## config.mk

```make
export PLATFORM = sky130hd
export DESIGN_NAME = vga_timing_gen_param
export DESIGN_NICKNAME = d
export VERILOG_FILES = /design/src/rtl/vga_timing_gen_param.sv
export SDC_FILE = /design/constraint.sdc
export NUM_CORES = 1
export LEC_CHECK = 0
export BUFFER_PORTS_ARGS = -buffer_cell sky130_fd_sc_hd__buf_2
export CAP_MARGIN = 30
export CORE_ASPECT_RATIO = 0.75
export CORE_MARGIN = 4
export CORE_UTILIZATION = 55
export CTS_CLUSTER_SIZE = 14
export DETAILED_ROUTE_END_ITERATION = 6
export GPL_TIMING_DRIVEN = 0
export PLACE_DENSITY = 0.82
export SYNTH_ARGS = -nofsm -noshare
export SYNTH_HDL_FRONTEND = slang
export SYNTH_SLANG_ARGS = --single-unit
```

## constraint.sdc

```tcl
create_clock -name clk -period 4.9 [get_ports clk]
set_clock_uncertainty 0.15 [all_clocks]
set_input_delay 1.225 -clock clk [delete_from_list [all_inputs] [get_ports clk]]
set_output_delay 1.225 -clock clk [all_outputs]
set_load 0.02 [all_outputs]
```

## src/rtl/vga_timing_gen_param.sv

```systemverilog
// vga_timing_gen_param: parametrised VGA raster engine.
// Generates the pixel-tick enable, the h/v counters, sync pulses and blanking.
// It registers the upstream colour into a blank-forced RGB stage and drives a
// frame-locked blink signal.
// Optional feature macro: VGA_BORDER_EN. When it is defined, the outermost
// visible ring of pixels is painted BORDER_RGB.
module vga_timing_gen_param #(
    parameter int DIV          = 2,
    parameter int H_ACTIVE     = 640,
    parameter int H_FP         = 16,
    parameter int H_SYNC       = 96,
    parameter int H_BP         = 48,
    parameter int V_ACTIVE     = 480,
    parameter int V_FP         = 10,
    parameter int V_SYNC       = 2,
    parameter int V_BP         = 33,
    parameter int HS_POL       = 0,
    parameter int VS_POL       = 0,
    parameter int CNT_W        = 10,
    parameter int R_W          = 3,
    parameter int G_W          = 3,
    parameter int B_W          = 2,
    parameter int BLINK_FRAMES = 30
`ifdef VGA_BORDER_EN
    ,
    parameter logic [R_W+G_W+B_W-1:0] BORDER_RGB = '1
`endif
) (
    input  logic                   clk,
    input  logic                   reset,
    input  logic [R_W+G_W+B_W-1:0] rgb_in,
    output logic                   pixel_tick,
    output logic [CNT_W-1:0]       pixel_x,
    output logic [CNT_W-1:0]       pixel_y,
    output logic                   video_on,
    output logic                   hsync,
    output logic                   vsync,
    output logic                   frame_start,
    output logic                   blink,
    output logic [R_W-1:0]         red,
    output logic [G_W-1:0]         green,
    output logic [B_W-1:0]         blue
);

    localparam int RGB_W   = R_W + G_W + B_W;
    localparam int H_TOTAL = H_ACTIVE + H_FP + H_SYNC + H_BP;
    localparam int V_TOTAL = V_ACTIVE + V_FP + V_SYNC + V_BP;
    localparam int DIV_W   = (DIV > 1) ? $clog2(DIV) : 1;
    localparam int FC_W    = (BLINK_FRAMES > 1) ? $clog2(BLINK_FRAMES) : 1;

    // Every constant is sized to the signal it is compared against.
    localparam logic [DIV_W-1:0] DIV_LAST   = DIV_W'(DIV - 1);
    localparam logic [FC_W-1:0]  FC_LAST    = FC_W'(BLINK_FRAMES - 1);
    localparam logic [CNT_W-1:0] H_LAST     = CNT_W'(H_TOTAL - 1);
    localparam logic [CNT_W-1:0] V_LAST     = CNT_W'(V_TOTAL - 1);
    localparam logic [CNT_W-1:0] H_ACT      = CNT_W'(H_ACTIVE);
    localparam logic [CNT_W-1:0] V_ACT      = CNT_W'(V_ACTIVE);
    localparam logic [CNT_W-1:0] HS_FIRST   = CNT_W'(H_ACTIVE + H_FP);
    localparam logic [CNT_W-1:0] HS_LAST    = CNT_W'(H_ACTIVE + H_FP + H_SYNC - 1);
    localparam logic [CNT_W-1:0] VS_FIRST   = CNT_W'(V_ACTIVE + V_FP);
    localparam logic [CNT_W-1:0] VS_LAST    = CNT_W'(V_ACTIVE + V_FP + V_SYNC - 1);
    localparam logic             HS_ON      = HS_POL[0];
    localparam logic             VS_ON      = VS_POL[0];

    // Refuse to elaborate when the raster does not fit the counters.
    if ((H_TOTAL > (1 << CNT_W)) || (V_TOTAL > (1 << CNT_W)) || (DIV < 1) || (DIV > 16)) begin : g_bad_cfg
        $error("vga_timing_gen_param: totals exceed CNT_W or DIV out of range");
    end

    logic [DIV_W-1:0] div_q, div_d;
    logic             run_q, run_d;
    logic [CNT_W-1:0] h_q, h_d, v_q, v_d;
    logic [FC_W-1:0]  fcnt_q, fcnt_d;
    logic             blink_q, blink_d;
    logic             hsync_q, hsync_d, vsync_q, vsync_d;
    logic             video_on_q, video_on_d;
    logic [RGB_W-1:0] rgb_q, rgb_d;

    logic             tick, h_wrap, v_wrap, frame_end, act, hs_act, vs_act;
    logic [RGB_W-1:0] pix;

    // run_q keeps the tick low during reset, which matters when DIV=1.
    assign tick      = run_q && (div_q == DIV_LAST);
    assign h_wrap    = (h_q == H_LAST);
    assign v_wrap    = (v_q == V_LAST);
    assign frame_end = tick && h_wrap && v_wrap;
    assign act       = (h_q < H_ACT) && (v_q < V_ACT);
    assign hs_act    = (h_q >= HS_FIRST) && (h_q <= HS_LAST);
    assign vs_act    = (v_q >= VS_FIRST) && (v_q <= VS_LAST);

`ifdef VGA_BORDER_EN
    logic edge_px;
    assign edge_px = (h_q == '0) || (h_q == H_ACT - 1'b1) || (v_q == '0) || (v_q == V_ACT - 1'b1);
    assign pix     = edge_px ? BORDER_RGB : rgb_in;
`else
    assign pix     = rgb_in;
`endif

    // Next-state logic: divider free-runs, everything else advances on the tick.
    always_comb begin
        div_d      = (div_q == DIV_LAST) ? '0 : div_q + 1'b1;
        run_d      = 1'b1;
        h_d        = h_q;
        v_d        = v_q;
        fcnt_d     = fcnt_q;
        blink_d    = blink_q;
        hsync_d    = hsync_q;
        vsync_d    = vsync_q;
        video_on_d = video_on_q;
        rgb_d      = rgb_q;
        if (tick) begin
            h_d = h_wrap ? '0 : h_q + 1'b1;
            if (h_wrap) begin
                v_d = v_wrap ? '0 : v_q + 1'b1;
            end
            // Decode of the current count lands on the pins one pixel later.
            hsync_d    = hs_act ? HS_ON : ~HS_ON;
            vsync_d    = vs_act ? VS_ON : ~VS_ON;
            video_on_d = act;
            rgb_d      = act ? pix : '0;
        end
        if (frame_end) begin
            if (fcnt_q == FC_LAST) begin
                fcnt_d  = '0;
                blink_d = ~blink_q;
            end else begin
                fcnt_d = fcnt_q + 1'b1;
            end
        end
    end

    // State register; reset overrides any tick in the same cycle.
    always_ff @(posedge clk) begin
        if (reset) begin
            div_q      <= '0;
            run_q      <= 1'b0;
            h_q        <= '0;
            v_q        <= '0;
            fcnt_q     <= '0;
            blink_q    <= 1'b0;
            hsync_q    <= ~HS_ON;
            vsync_q    <= ~VS_ON;
            video_on_q <= 1'b0;
            rgb_q      <= '0;
        end else begin
            div_q      <= div_d;
            run_q      <= run_d;
            h_q        <= h_d;
            v_q        <= v_d;
            fcnt_q     <= fcnt_d;
            blink_q    <= blink_d;
            hsync_q    <= hsync_d;
            vsync_q    <= vsync_d;
            video_on_q <= video_on_d;
            rgb_q      <= rgb_d;
        end
    end

    assign pixel_tick  = tick;
    assign pixel_x     = h_q;
    assign pixel_y     = v_q;
    assign frame_start = frame_end;
    assign blink       = blink_q;
    assign video_on    = video_on_q;
    assign hsync       = hsync_q;
    assign vsync       = vsync_q;
    assign red         = rgb_q[RGB_W-1 -: R_W];
    assign green       = rgb_q[G_W+B_W-1 -: G_W];
    assign blue        = rgb_q[B_W-1:0];

endmodule

```

==> impl_metrics.ini, run 1 <==
[run_status]
status = complete, no violations

[synth]
async_flop_share = 0
synth_enable_flop_cells = 0
ys_seq_elements = 39
synth_cell_type_count = 35
synth_area_mm2 = 0.001748
syn_nets = 219
synthFlopType = dfxtp_1
ys_warn_count = 0
seq_area_frac_synth = 0.4467
syn_inst = 203
syn_avg_cell_area_um2 = 8.610

[drt]
antenna_left = 0
vias_per_cell = 5.760
wire_per_inst_um = 13.66
vias = 1682
routed_wl_um = 3990
route.detailed.drc = 0
drt-initial-drc-count = 78
dr.pass1.iters = 4

[clocking]
clk_latency_ns = 0.29
cts.clk_slew.worst_paths_ns = 0.08
clock_tree.htree_level_count = 2
cts_resized = 0
post_cts_buffers = 0
cts_made_buffers = 5
ctsRootBufferMaster = clkbuf_8
cts_tree = built
hold_buffers = 0
cts_max_path_buffers = 2
clock_sinks = 39

[flow_run]
cap_viol_max_count = 0

[layout]
fin_nets = 269
n_antenna_cell = 0
drive_above_1_share = 0.2165
stdcell_area_mm2 = 0.002135
syn2layout_area_growth_pct = 22.12

[sta]
drv_slew = 0
relSlewSlack = 0.3341
hold_viol = 0
rsz0062_at_grt = false
tns_ns = 0
setup_slack_ns = 1.196
setup_viol = 0
fin_crit_ns = 3.704
post-route-period-util = 0.7559
max_clock_freq_mhz = 270.0
tightestPinTransition_ns = 0.9898

[pwr]
pwr-share-clk = 0.437
p_leak_nw = 0.8503
p_int_mw = 0.4987
p_sw_mw = 0.1396
switching_share = 0.2187
p_per_area_mw_per_mm2 = 299.0
combPwrFrac = 0.052
peakVddDrop_v = 0.0001822
seqPwrFrac = 0.511

[placement]
dpl_cell_area_mm2 = 0.002017
hpwl_um = 2909
gp_congestion = 0.8421
io_buffers = 43
place_ws_ns = 1.534

[floorplanning]
rows = 17
core_mm2 = 0.002999
die_area_mm2 = 0.004153
die_w_um = 73.10
initial_core_util = 0.5828
die_h_um = 56.82
ios = 44

[grt]
grt_usage = 0.1949
grt_max_degree = 13
antenna_found_initial = 0
overflow = 0
grt_pass1_wl_um = 6417
grt_pass1_vias = 1405

[worst_setup_path]
cp_max_fo = 10
r2r_start = pixel_x[5]
endpoint_kind = output pin
worstPathRequired_ns = 3.52
crit_chain = or4b_1, or4_1, buf_2, buf_4, nor2_1, buf_2
cpMaxStageDelayCell = or4b_1
critPathMaxStageDelay_ns = 0.56
worstSetupPathType = flop to output pin
start_kind = flop
critPathArrivalTime_ns = 2.33
crit_path_frequent_cell = buf_2
cp-startpoint = pixel_x[5]

[worst_hold_path]
hold_path.startpoint = div_q
min_path_type = flop to flop
==> cell families after synthesis <==
kind of cell	share of synthesized area
adders and majority gates	0.04295
DFF	0.4467
buffers and inverters	0.03508
xor gates and xnor gates	0.04008
AOI/OAI and AO/OA	0.1632
and+or+nand+nor	0.2720
==> stage by stage <==
stage	hold WS [ns]	utilization	std cells	power [mW]
finish	0.3302	0.7117	292	0.6382
CTS	0.3319	0.7117	292	0.6420
floorplan	0.2724	-	203	0.3534
global route	0.3601	0.7117	292	0.6618
detailed placement	0.3146	0.6725	284	0.3669
global placement	0.2942	0.6704	284	0.3659
==> worst paths after layout <==
path,slack [ns],end,cells past startpoint
max,1.20,frame_start,6
min,0.33,div_q,1
max reg2reg,2.44,pixel_y[0],6
min reg2reg,0.33,div_q,1
==> cell usage in the layout (no fill, tap or decap), types with 5 or more instances in the layout <==
cell and count:
clkbuf_8 6, inv_1 7, o31ai_1 7, nand3_1 10, dfxtp_1 39, o21ai_0 10, or4_1 8, a22oi_1 8
ha_1 6, nand2_1 16, nor2_1 20, a21oi_1 18, nand4_1 8, or3_1 6, clkbuf_1 5, buf_2 44
==> registers in the layout, indices dropped and copies added (netlist names) <==
signal	count
pixel_x	10
hsync	1
pixel_y	10
div_q	1
rgb_q	8
vsync	1
run_q	1
fcnt_q	5
video_on	1
blink	1
==> worst max-delay path, delay by kind of cell (launching register included) <==
kind | cells | cell delay (ns)
AND/OR/NAND/NOR | 3 | 1.10
buffers and inverters | 3 | 0.57
flip-flops | 1 | 0.37
==> cells in the mapped netlist, drive strengths merged (4+ instances only) <==
master | number | area, um^2
nand2 | 16 | 60.06
a22oi | 8 | 60.06
xor2 | 4 | 35.03
a21oi | 18 | 90.09
xnor2 | 4 | 35.03
dfxtp | 39 | 780.8
nand3 | 10 | 50.05
o21ai | 11 | 58.81
o31ai | 7 | 52.55
or3 | 6 | 37.54
nand4 | 8 | 50.05
clkbuf | 5 | 18.77
inv | 7 | 26.28
nor2 | 20 | 75.07
or4 | 8 | 60.06
ha | 6 | 75.07
==> power groups by stage <==
stage	Clock [mW]	Sequential, mW	Combinational, mW
CTS	0.282	0.326	0.0337
floorplan	0	0.339	0.0148
global placement	0	0.333	0.0328
global route	0.298	0.327	0.0367
finish	0.279	0.326	0.0333
detailed placement	0	0.333	0.0335
==> per-layer routing <==
layer  global-route usage  share of wire  up-vias
met2               0.2854           0.44       46
met3              0.04830          0.061        4
met5                    0              0        -
met1               0.2792           0.49      787
li1                     -              -      845
met4              0.05526         0.0078        0
==> cell type report <==
type | instances | area [um^2]
Inverter | 8 | 30.03
Tap cell | 38 | 47.55
Fill cell | 243 | 864.6
Clock buffer | 6 | 82.58
Clock inverter | 2 | 35.03
Timing Repair Buffer | 43 | 215.2
Sequential cell | 39 | 780.7
Multi-Input combinational cell | 149 | 912.1
Buffer | 7 | 31.28
Note: power is estimated with default switching activity, not from simulation.
==> run 2: changes to the inputs <==
- CORE_UTILIZATION: 55 -> 52
- PLACE_DENSITY: 0.82 -> 0.78
- clock period: 4.9 -> 3.8 ns (I/O delays scaled with it)
==> impl_metrics.ini, run 2 (same netlist as run 1, synthesis figures left out) <==
[worst_setup_path]
critPathMaxStageDelay_ns = 0.57
cpMaxStageDelayCell = or4b_1
worstPathRequired_ns = 2.70
crit_buf_inv = 3
critPathArrivalTime_ns = 2.39
start_kind = flop
path_delay_family = simple AND/OR/NAND/NOR gates
worstSetupPathType = flop to output pin
crit_path_frequent_cell = buf_2
crit_chain = or4b_1, or4_1, buf_2, buf_4, nor2_1, buf_2
endpoint_kind = output pin
cp_max_fo = 10

[sta]
relSlewSlack = 0.3239
max_clock_freq_mhz = 286.3
drv_slew = 0
setup_viol = 0
fin_crit_ns = 3.493
setup_slack_ns = 0.3075
rsz0062_at_grt = false
hold_viol = 0
tightestPinTransition_ns = 1.005
post-route-period-util = 0.9191
tns_ns = 0
fin_hold_ws_ns = 0.3109

[drt]
routed_wl_um = 4040
vias_per_cell = 5.705
vias = 1666
antenna_left = 0
wire_per_inst_um = 13.84
drt-initial-drc-count = 198
dr.pass1.iters = 4
route.detailed.drc = 0

[placement]
dp_cells = 284
dpl_cell_area_mm2 = 0.002017
hpwl_um = 2899
gp_congestion = 0.8690
io_buffers = 43
place_ws_ns = 0.6748

[floorplanning]
die_h_um = 58.21
rows = 17
die_area_mm2 = 0.004363
core_mm2 = 0.003084
die_w_um = 74.95
initial_core_util = 0.5667
ios = 44

[layout]
final_cell_count_no_fill = 292
syn2layout_area_growth_pct = 21.83
stdcell_area_mm2 = 0.002130
fin_nets = 269
final_common_cell = buf_2
mostFrequentLayoutCells = 44 x buf_2, 39 x dfxtp_1, 20 x nor2_1, 18 x a21oi_1, 16 x nand2_1
n_antenna_cell = 0
fin_util = 0.6905
drive_above_1_share = 0.2165

[worst_hold_path]
min_path_type = flop to flop

[grt]
grt_pass1_wl_um = 6541
grt_max_degree = 14
overflow = 0
antenna_found_initial = 0
grt_usage = 0.1915
grt_pass1_vias = 1401

[clocking]
cts_made_buffers = 5
cts_resized = 0
post_cts_buffers = 0
cts.clk_slew.worst_paths_ns = 0.08
clk_latency_ns = 0.29
ctsRootBufferMaster = clkbuf_8
cts_max_path_buffers = 2
clock_tree.htree_level_count = 2
cts_tree = built
hold_buffers = 0
clock_sinks = 39

[pwr]
p_per_area_mw_per_mm2 = 377.8
power.total_mw = 0.8045
peakVddDrop_v = 0.0002365
p_leak_nw = 0.8473

[flow_run]
cap_viol_max_count = 0

[run_status]
status = complete, no violations
## run 2: final timing paths
check | startpoint | to | cells past startpoint | slack, ns
worst min-delay path | div_q | div_q | 1 | 0.31
worst max-delay path | pixel_x[5] | frame_start | 6 | 0.31
worst max register to register | pixel_x[5] | pixel_y[8] | 6 | 1.31
worst min register to register | div_q | div_q | 1 | 0.31
## run 2: layer usage
| layer | routed length [um] | vias to the layer above | global-route usage |
|---|---|---|---|
| met2 | 1784 | 54 | 0.2730 |
| met4 | 25 | 0 | 0.04569 |
| met5 | 0 | - | 0 |
| met1 | 1958 | 760 | 0.2847 |
| met3 | 272 | 4 | 0.05026 |
| li1 | - | 848 | - |
## run 2: final cells by class
| cell class | instances | area, um^2 |
|---|---|---|
| buffer | 7 | 31.28 |
| sequential | 39 | 780.7 |
| clock buffer | 5 | 68.82 |
| timing repair buffer | 43 | 215.2 |
| multi-input combinational | 149 | 912.1 |
| fill | 266 | 954.7 |
| clock inverter | 3 | 43.79 |
| inverter | 8 | 30.03 |
| tap | 38 | 47.55 |
## run 2: power by group
group	leakage (nW)	switching, mW	internal, mW
clock	0.0581	0.146	0.195
sequential	0.316	0.00456	0.416
combinational	0.473	0.0281	0.0150
total	0.847	0.179	0.626
